File: config.mk
export PLATFORM = sky130hd
export DESIGN_NAME = uart_tx_arbiter
export DESIGN_NICKNAME = d
export VERILOG_FILES = /design/src/rtl/uart_tx_arbiter.sv
export SDC_FILE = /design/constraint.sdc
export NUM_CORES = 1
export LEC_CHECK = 0
export ABC_CLOCK_PERIOD_IN_PS = 2700
export CORE_MARGIN = 8
export CORE_UTILIZATION = 40
export CTS_CLUSTER_DIAMETER = 50
export DETAILED_ROUTE_END_ITERATION = 8
export PLACE_DENSITY = 0.81
export RECOVER_POWER = 50
export SETUP_SLACK_MARGIN = 0.1
export SKIP_CTS_REPAIR_TIMING = 1
export SYNTH_ARGS = -nofsm -noshare
export SYNTH_HDL_FRONTEND = slang
export SYNTH_SLANG_ARGS = --single-unit
File: constraint.sdc
create_clock -name clk -period 2.7 [get_ports clk]
set_input_delay 0.405 -clock clk [delete_from_list [all_inputs] [get_ports clk]]
set_output_delay 0.405 -clock clk [all_outputs]
set_load 0.01 [all_outputs]
File: src/rtl/uart_tx_arbiter.sv
// rtl/uart_tx_arbiter.sv - round-robin, packet-granular arbiter sharing one UART TX FIFO write port
// among four byte-stream requesters, with a stall timeout that revokes the grant.
module uart_tx_arbiter #(
    parameter int DBIT    = 8,
    parameter int TIMEOUT = 1024,
    parameter int TW      = 10
) (
    input  logic                clk,
    input  logic                reset,
    input  logic [3:0]          req,
    input  logic [4*DBIT-1:0]   din,
    input  logic [3:0]          last,
    output logic [3:0]          ack,
    input  logic                tx_full,
    output logic                wr_uart,
    output logic [DBIT-1:0]     w_data,
    output logic [1:0]          grant,
    output logic                busy,
    output logic                abort
);

    typedef enum logic {IDLE, SEND} state_t;

    localparam logic [TW-1:0] CNT_MAX = TW'(TIMEOUT - 1);

    state_t          state, state_n;
    logic [1:0]      grant_n;
    logic [1:0]      last_g, last_g_n;
    logic [TW-1:0]   cnt, cnt_n;
    logic            abort_n;
    logic [1:0]      pick;
    logic            found;
    logic [DBIT-1:0] bytes [4];

    always_comb begin
        for (int i = 0; i < 4; i++) begin
            bytes[i] = din[i*DBIT +: DBIT];
        end
    end

    // Search starts one past the previous owner so every requester gets a turn.
    always_comb begin
        pick  = '0;
        found = 1'b0;
        for (int i = 1; i <= 4; i++) begin
            if (!found && req[2'(last_g + 2'(i))]) begin
                found = 1'b1;
                pick  = 2'(last_g + 2'(i));
            end
        end
    end

    always_ff @(posedge clk) begin
        if (reset) begin
            state  <= IDLE;
            grant  <= '0;
            last_g <= 2'd3;
            cnt    <= '0;
            abort  <= 1'b0;
        end else begin
            state  <= state_n;
            grant  <= grant_n;
            last_g <= last_g_n;
            cnt    <= cnt_n;
            abort  <= abort_n;
        end
    end

    always_comb begin
        state_n  = state;
        grant_n  = grant;
        last_g_n = last_g;
        cnt_n    = cnt;
        abort_n  = 1'b0;
        wr_uart  = 1'b0;
        ack      = '0;
        case (state)
            IDLE: begin
                if (found) begin
                    grant_n = pick;
                    cnt_n   = '0;
                    state_n = SEND;
                end
            end
            SEND: begin
                // A cycle with reset asserted never writes, so no partial packet byte escapes.
                wr_uart    = req[grant] & ~tx_full & ~reset;
                ack[grant] = wr_uart;
                if (wr_uart) begin
                    cnt_n = '0;
                    if (last[grant]) begin
                        state_n  = IDLE;
                        last_g_n = grant;
                    end
                end else if (cnt == CNT_MAX) begin
                    state_n  = IDLE;
                    last_g_n = grant;
                    abort_n  = 1'b1;
                    cnt_n    = '0;
                end else begin
                    cnt_n = cnt + 1'b1;
                end
            end
            default: state_n = IDLE;
        endcase
    end

    assign busy   = (state == SEND);
    assign w_data = bytes[grant];

endmodule

* Word level (Yosys, flattened, before mapping)
Index checks and enable logic that the tools add are counted.
** Cells by class
- $add $sub $neg :: 4
- Order comparisons :: 7
- Equality and inequality tests :: 3
- Muxes and demuxes :: 40
- Bitwise logic cells :: 7
- Reductions and logical operators :: 11
** Operators with widths (count)
- $mux W10 :: 3
- $pmux W10 S2 :: 1
- $mux W1 :: 17
- $bmux W8 S2 :: 1
- $mux W8 :: 2
- $lt A2 B3 Y1 const B :: 5
- $mux W2 :: 7
- $bmux W1 S2 :: 6
- $add A10 B1 Y10 const B :: 1
- $eq A10 B10 Y1 const B :: 1
- $add A2 B2 Y2 const B :: 2
- $and A4 B4 Y4 :: 1
- $logic_and A1 B1 Y1 :: 4
- $mux W4 :: 1
- $ge A3 B3 Y1 const B :: 1
- $logic_not A1 Y1 :: 3
- $not A1 Y1 :: 3
- $not A2 Y3 :: 1
- $reduce_and A3 Y1 :: 1
- $reduce_or A3 Y1 :: 1
- $add A2 B1 Y2 const B :: 1
- $and A1 B1 Y1 :: 2
- $demux W1 S2 :: 1
- $ge A2 B1 Y1 const B :: 1
- other kinds (5) :: 5
** Storage, ports and cells
- Flip-flop bits (word level) :: 16
- Output and inout port bits :: 17
- Word-level logic and storage cells :: 77

* Longest topological paths before layout
- Depth after elaboration :: 15
- Mapped depth :: 7
- Gate-level depth less buffers :: 6

* Least setup slack after synthesis
No wires, ideal clock.
- Path type :: register -> register
- Start :: register grant[1]
- End :: register last_g[0]
- Library setup time :: 0.120 ns
- Arrival :: 1.830 ns
- Path slack :: 0.750 ns
- Cell stages (with the launch flop) :: 7
- Buffers on the path :: 1
- Period minus slack after synthesis :: 1.950 ns
- Path through :: dfxtp_1 -> buf_6 -> or3b_4 -> o22ai_4 -> mux2_4 -> and3_1 -> a211o_1
** Between the ends
- Word-level cells in the longest chain between the ends :: 6
- Elaborated cells between the ends (all ways) :: 10
** Ends and longest elaborated chain
- start: declaration :: line 17 : output logic [1:0] grant,
- start signal: assignment :: line 62 : grant <= grant_n;
- $bmux W1 S2 :: line 87 : wr_uart = req[grant] & ~tx_full & ~reset;
- $mux W1 (implied by the code) :: line 87
- $and A1 B1 Y1 (2 in a row) :: line 87
- $ne A2 B1 Y1 (no source line) / $reduce_bool A2 Y1 (equally long branches)
- $reduce_and A3 Y1 (no source line)
- end signal: assignment :: line 63 : last_g <= last_g_n;
- end: declaration :: line 28 : logic [1:0] last_g, last_g_n;
Parallel ways exist; a longest one is shown, timed or not. The select of a mux whose other input is x is not followed.
A chain may end at the register's enable or synchronous reset.

* Worst setup path in the final report
- Start :: input port tx_full
- End :: output port ack[0]
** Between the ends
- Word-level cells in the longest chain between the ends :: 5
** Ends and longest elaborated chain
- start: declaration :: line 14 : input logic tx_full,
- $not A1 Y1 :: line 87
- $and A1 B1 Y1 (2 in a row) :: line 87
- $and A4 B4 Y4 (no source line)
- $mux W4 :: line 77 : case (state)
- end: declaration :: line 13 : output logic [3:0] ack,
Every way passes these cells.

==> impl_metrics.tcl <==
set metrics [dict create \
    status "finished, final reports clean" \
    ys_types 42 \
    grtUsageMet1_pct 18.70 \
    cts_tree "built" \
    synth_edf_count 0 \
    fin_worst_skew_ns 0.007620 \
    routabilityCongestion 0.8091 \
    final_common_cell "clkdlybuf4s50_1" \
    startpoint "tx_full" \
    ant_nets 0 \
    min-delay-start "cnt[9]" \
    ys_seq_area_share_pct 27.26 \
    cts_buffers 3 \
    p_total_uw 630.6 \
    grt_pass1_vias 1262 \
    final_cell_mix "clkdlybuf4s50_1, dfxtp_1, nor2_1, mux4_2" \
    critical_path.endpoint_type "output pin" \
    initial_core_util_pct 42.24 \
    cp_max_fo 3 \
    r2r-start "cnt[0]" \
    required_ns 2.30 \
    die_h_um 70.20 \
    overflow 0 \
    ff2ff_path_depth 6 \
    met3_usage_pct 5.226 \
    wl_per_cell_um 18.22 \
    fin_nets 232 \
    synth_nets 171 \
    p_leak_nw 0.6990 \
    synthFlopType "dfxtp_1" \
    coreArea_mm2 0.002781 \
    via_per_inst 5.803 \
    detailed_place_hpwl_um 3350 \
    finalWirelength_um 3973 \
    synth_seq_cells 16 \
    grt_max_degree 15 \
    clk_pin_slew_ns 0.08 \
    antennaDiodeCount 0 \
    htreeDepth 1 \
    die_area_mm2 0.004927 \
    grt_antenna_before_repair 0 \
    min_path_cells 2 \
    drive_above_1_share_pct 12.30 \
    syn_inst 127 \
    setup_viol 0 \
    reg2reg_to "last_g[0]" \
    netlist_area_mm2 0.001175 \
    clock-root-buffer "clkbuf_4" \
    cp_data_arrival_time_ns 2.17 \
    hold_path_end "cnt[9]" \
    ir_drop_uv 279.0 \
    clock_latency_ns 0.29 \
    drtIter0Drc 54 \
    fp-row-count 19 \
    cts_buffer_depth 2 \
    vias 1265 \
    cap_violations 0 \
    crit_type "in2out" \
    die_w_um 70.20 \
    syn_to_final_growth_pct 55.38 \
    power.density_mw_per_mm2 345.5 \
    period_share_pct 95.19 \
    min_period_ns 2.570 \
    io_buffers 59 \
    min_path_type "reg2reg" \
    rsz0062_at_grt "yes" \
    fmax_mhz 389.1 \
    grt_pass1_wl_um 6382 \
    cts_sinks 16 \
    drv_slew 0 \
    avgSynthCellArea_um2 9.251 \
    slew_headroom_pct 37.82 \
    hold_violations 0 \
    setup_tns_ns 0 \
    cp-start-kind "input pin" \
    yosys_warnings 0 \
    first_pass_iters 4 \
    pin_count 60 \
    drcViolationCount 0 \
    tightest_slew_ns 0.9327 \
    grt_usage_pct 15.75 \
    r2r_slack_ns 0.44 \
    busiest_layer "met2" \
    gr-usage-met2_pct 26.50 \
    fin_area_mm2 0.001826 \
    dpl_cell_area_mm2 0.001789 \
    async_reset_ff_share_pct 0 \
]
[per-stage QoR]
| step | setup slack (ns) | hold slack, ns | std cells | utilization (%) |
|---|---|---|---|---|
| after floorplan | 0.7502 | 0.4408 | 127 | - |
| after global placement | 0.1063 | 0.4573 | 214 | 64.33 |
| after detailed placement | 0.04924 | 0.4657 | 214 | 64.33 |
| after CTS | 0.03555 | 0.4803 | 218 | 65.63 |
| after global routing | 0.02607 | 0.5019 | 218 | 65.63 |
| final | 0.1298 | 0.4815 | 218 | 65.63 |
[per-layer routing]
layer	up-vias	wire length, µm	part of all wire, %
li1	606	-	-
met1	598	1841	46
met2	56	1796	45
met3	5	297	7.5
met4	0	37	0.93
met5	-	0	0
[report_power, final]
group          switching, mW  internal [mW]  leakage, nW
clock network         0.0752         0.0822       0.0210
logic                 0.0786          0.138        0.548
registers             0.0123          0.244        0.130
[area by class of cell]
cell class	count	area [µm²]
Multi-Input combinational cell	98	775.7
Clock buffer	4	36.28
Tap cell	31	38.79
Sequential cell	16	321.6
Fill cell	226	955.9
Inverter	6	22.52
Timing Repair Buffer	63	630.6
[flip-flops by register name, summed over array words and instances, names as in the netlist]
| signal | flops |
|---|---|
| grant | 2 |
| cnt | 10 |
| abort | 1 |
| busy | 1 |
| last_g | 2 |
[critical path: stages]
cell             delay [ns]
clkdlybuf4s50_1        0.42
or3_1                  0.43
nor2_1                 0.14
nor4b_2                0.19
clkdlybuf4s50_1        0.57
[how the worst max path moves through the flow]
stage / endpoint / slack, ns / cells after the start
4_1_cts: ack[1] / 0.04 / 5
3_3_place_gp: ack[0] / 0.11 / 5
2_1_floorplan: last_g[0] / 0.75 / 6
3_5_place_dp: ack[1] / 0.05 / 5
5_1_grt: ack[0] / 0.03 / 5
6_report: ack[0] / 0.13 / 5
[Yosys cell counts, types with 2 or more instances]
cell type	n	area [µm²]
dfxtp_1	16	320.3
or3_1	4	25.02
buf_2	3	15.01
and2_1	2	12.51
inv_1	6	22.52
mux2i_4	2	45.04
nand3_1	6	30.03
o31ai_1	2	15.01
nand2b_1	3	18.77
nor2_1	14	52.55
nor4b_1	2	17.52
buf_6	2	22.52
nor2b_1	3	18.77
a21oi_1	7	35.03
o21ai_1	5	25.02
mux2i_1	3	30.03
nor3_1	2	10.01
clkbuf_1	2	7.510
nand2_1	6	22.52
a31oi_1	5	31.28
mux4_2	8	180.2
a211oi_1	3	22.52
a211o_1	2	17.52
[cell families after synthesis]
logic type               share of synthesized area, %
adder cells (fa/ha/maj)                         1.065
buffers and inverters                           5.750
flip-flops                                      27.26
AND/OR/NAND/NOR                                 22.79
AO/OA/AOI/OAI                                   20.13
multiplexers                                    23.00
Power figures use the tool's default switching activity.
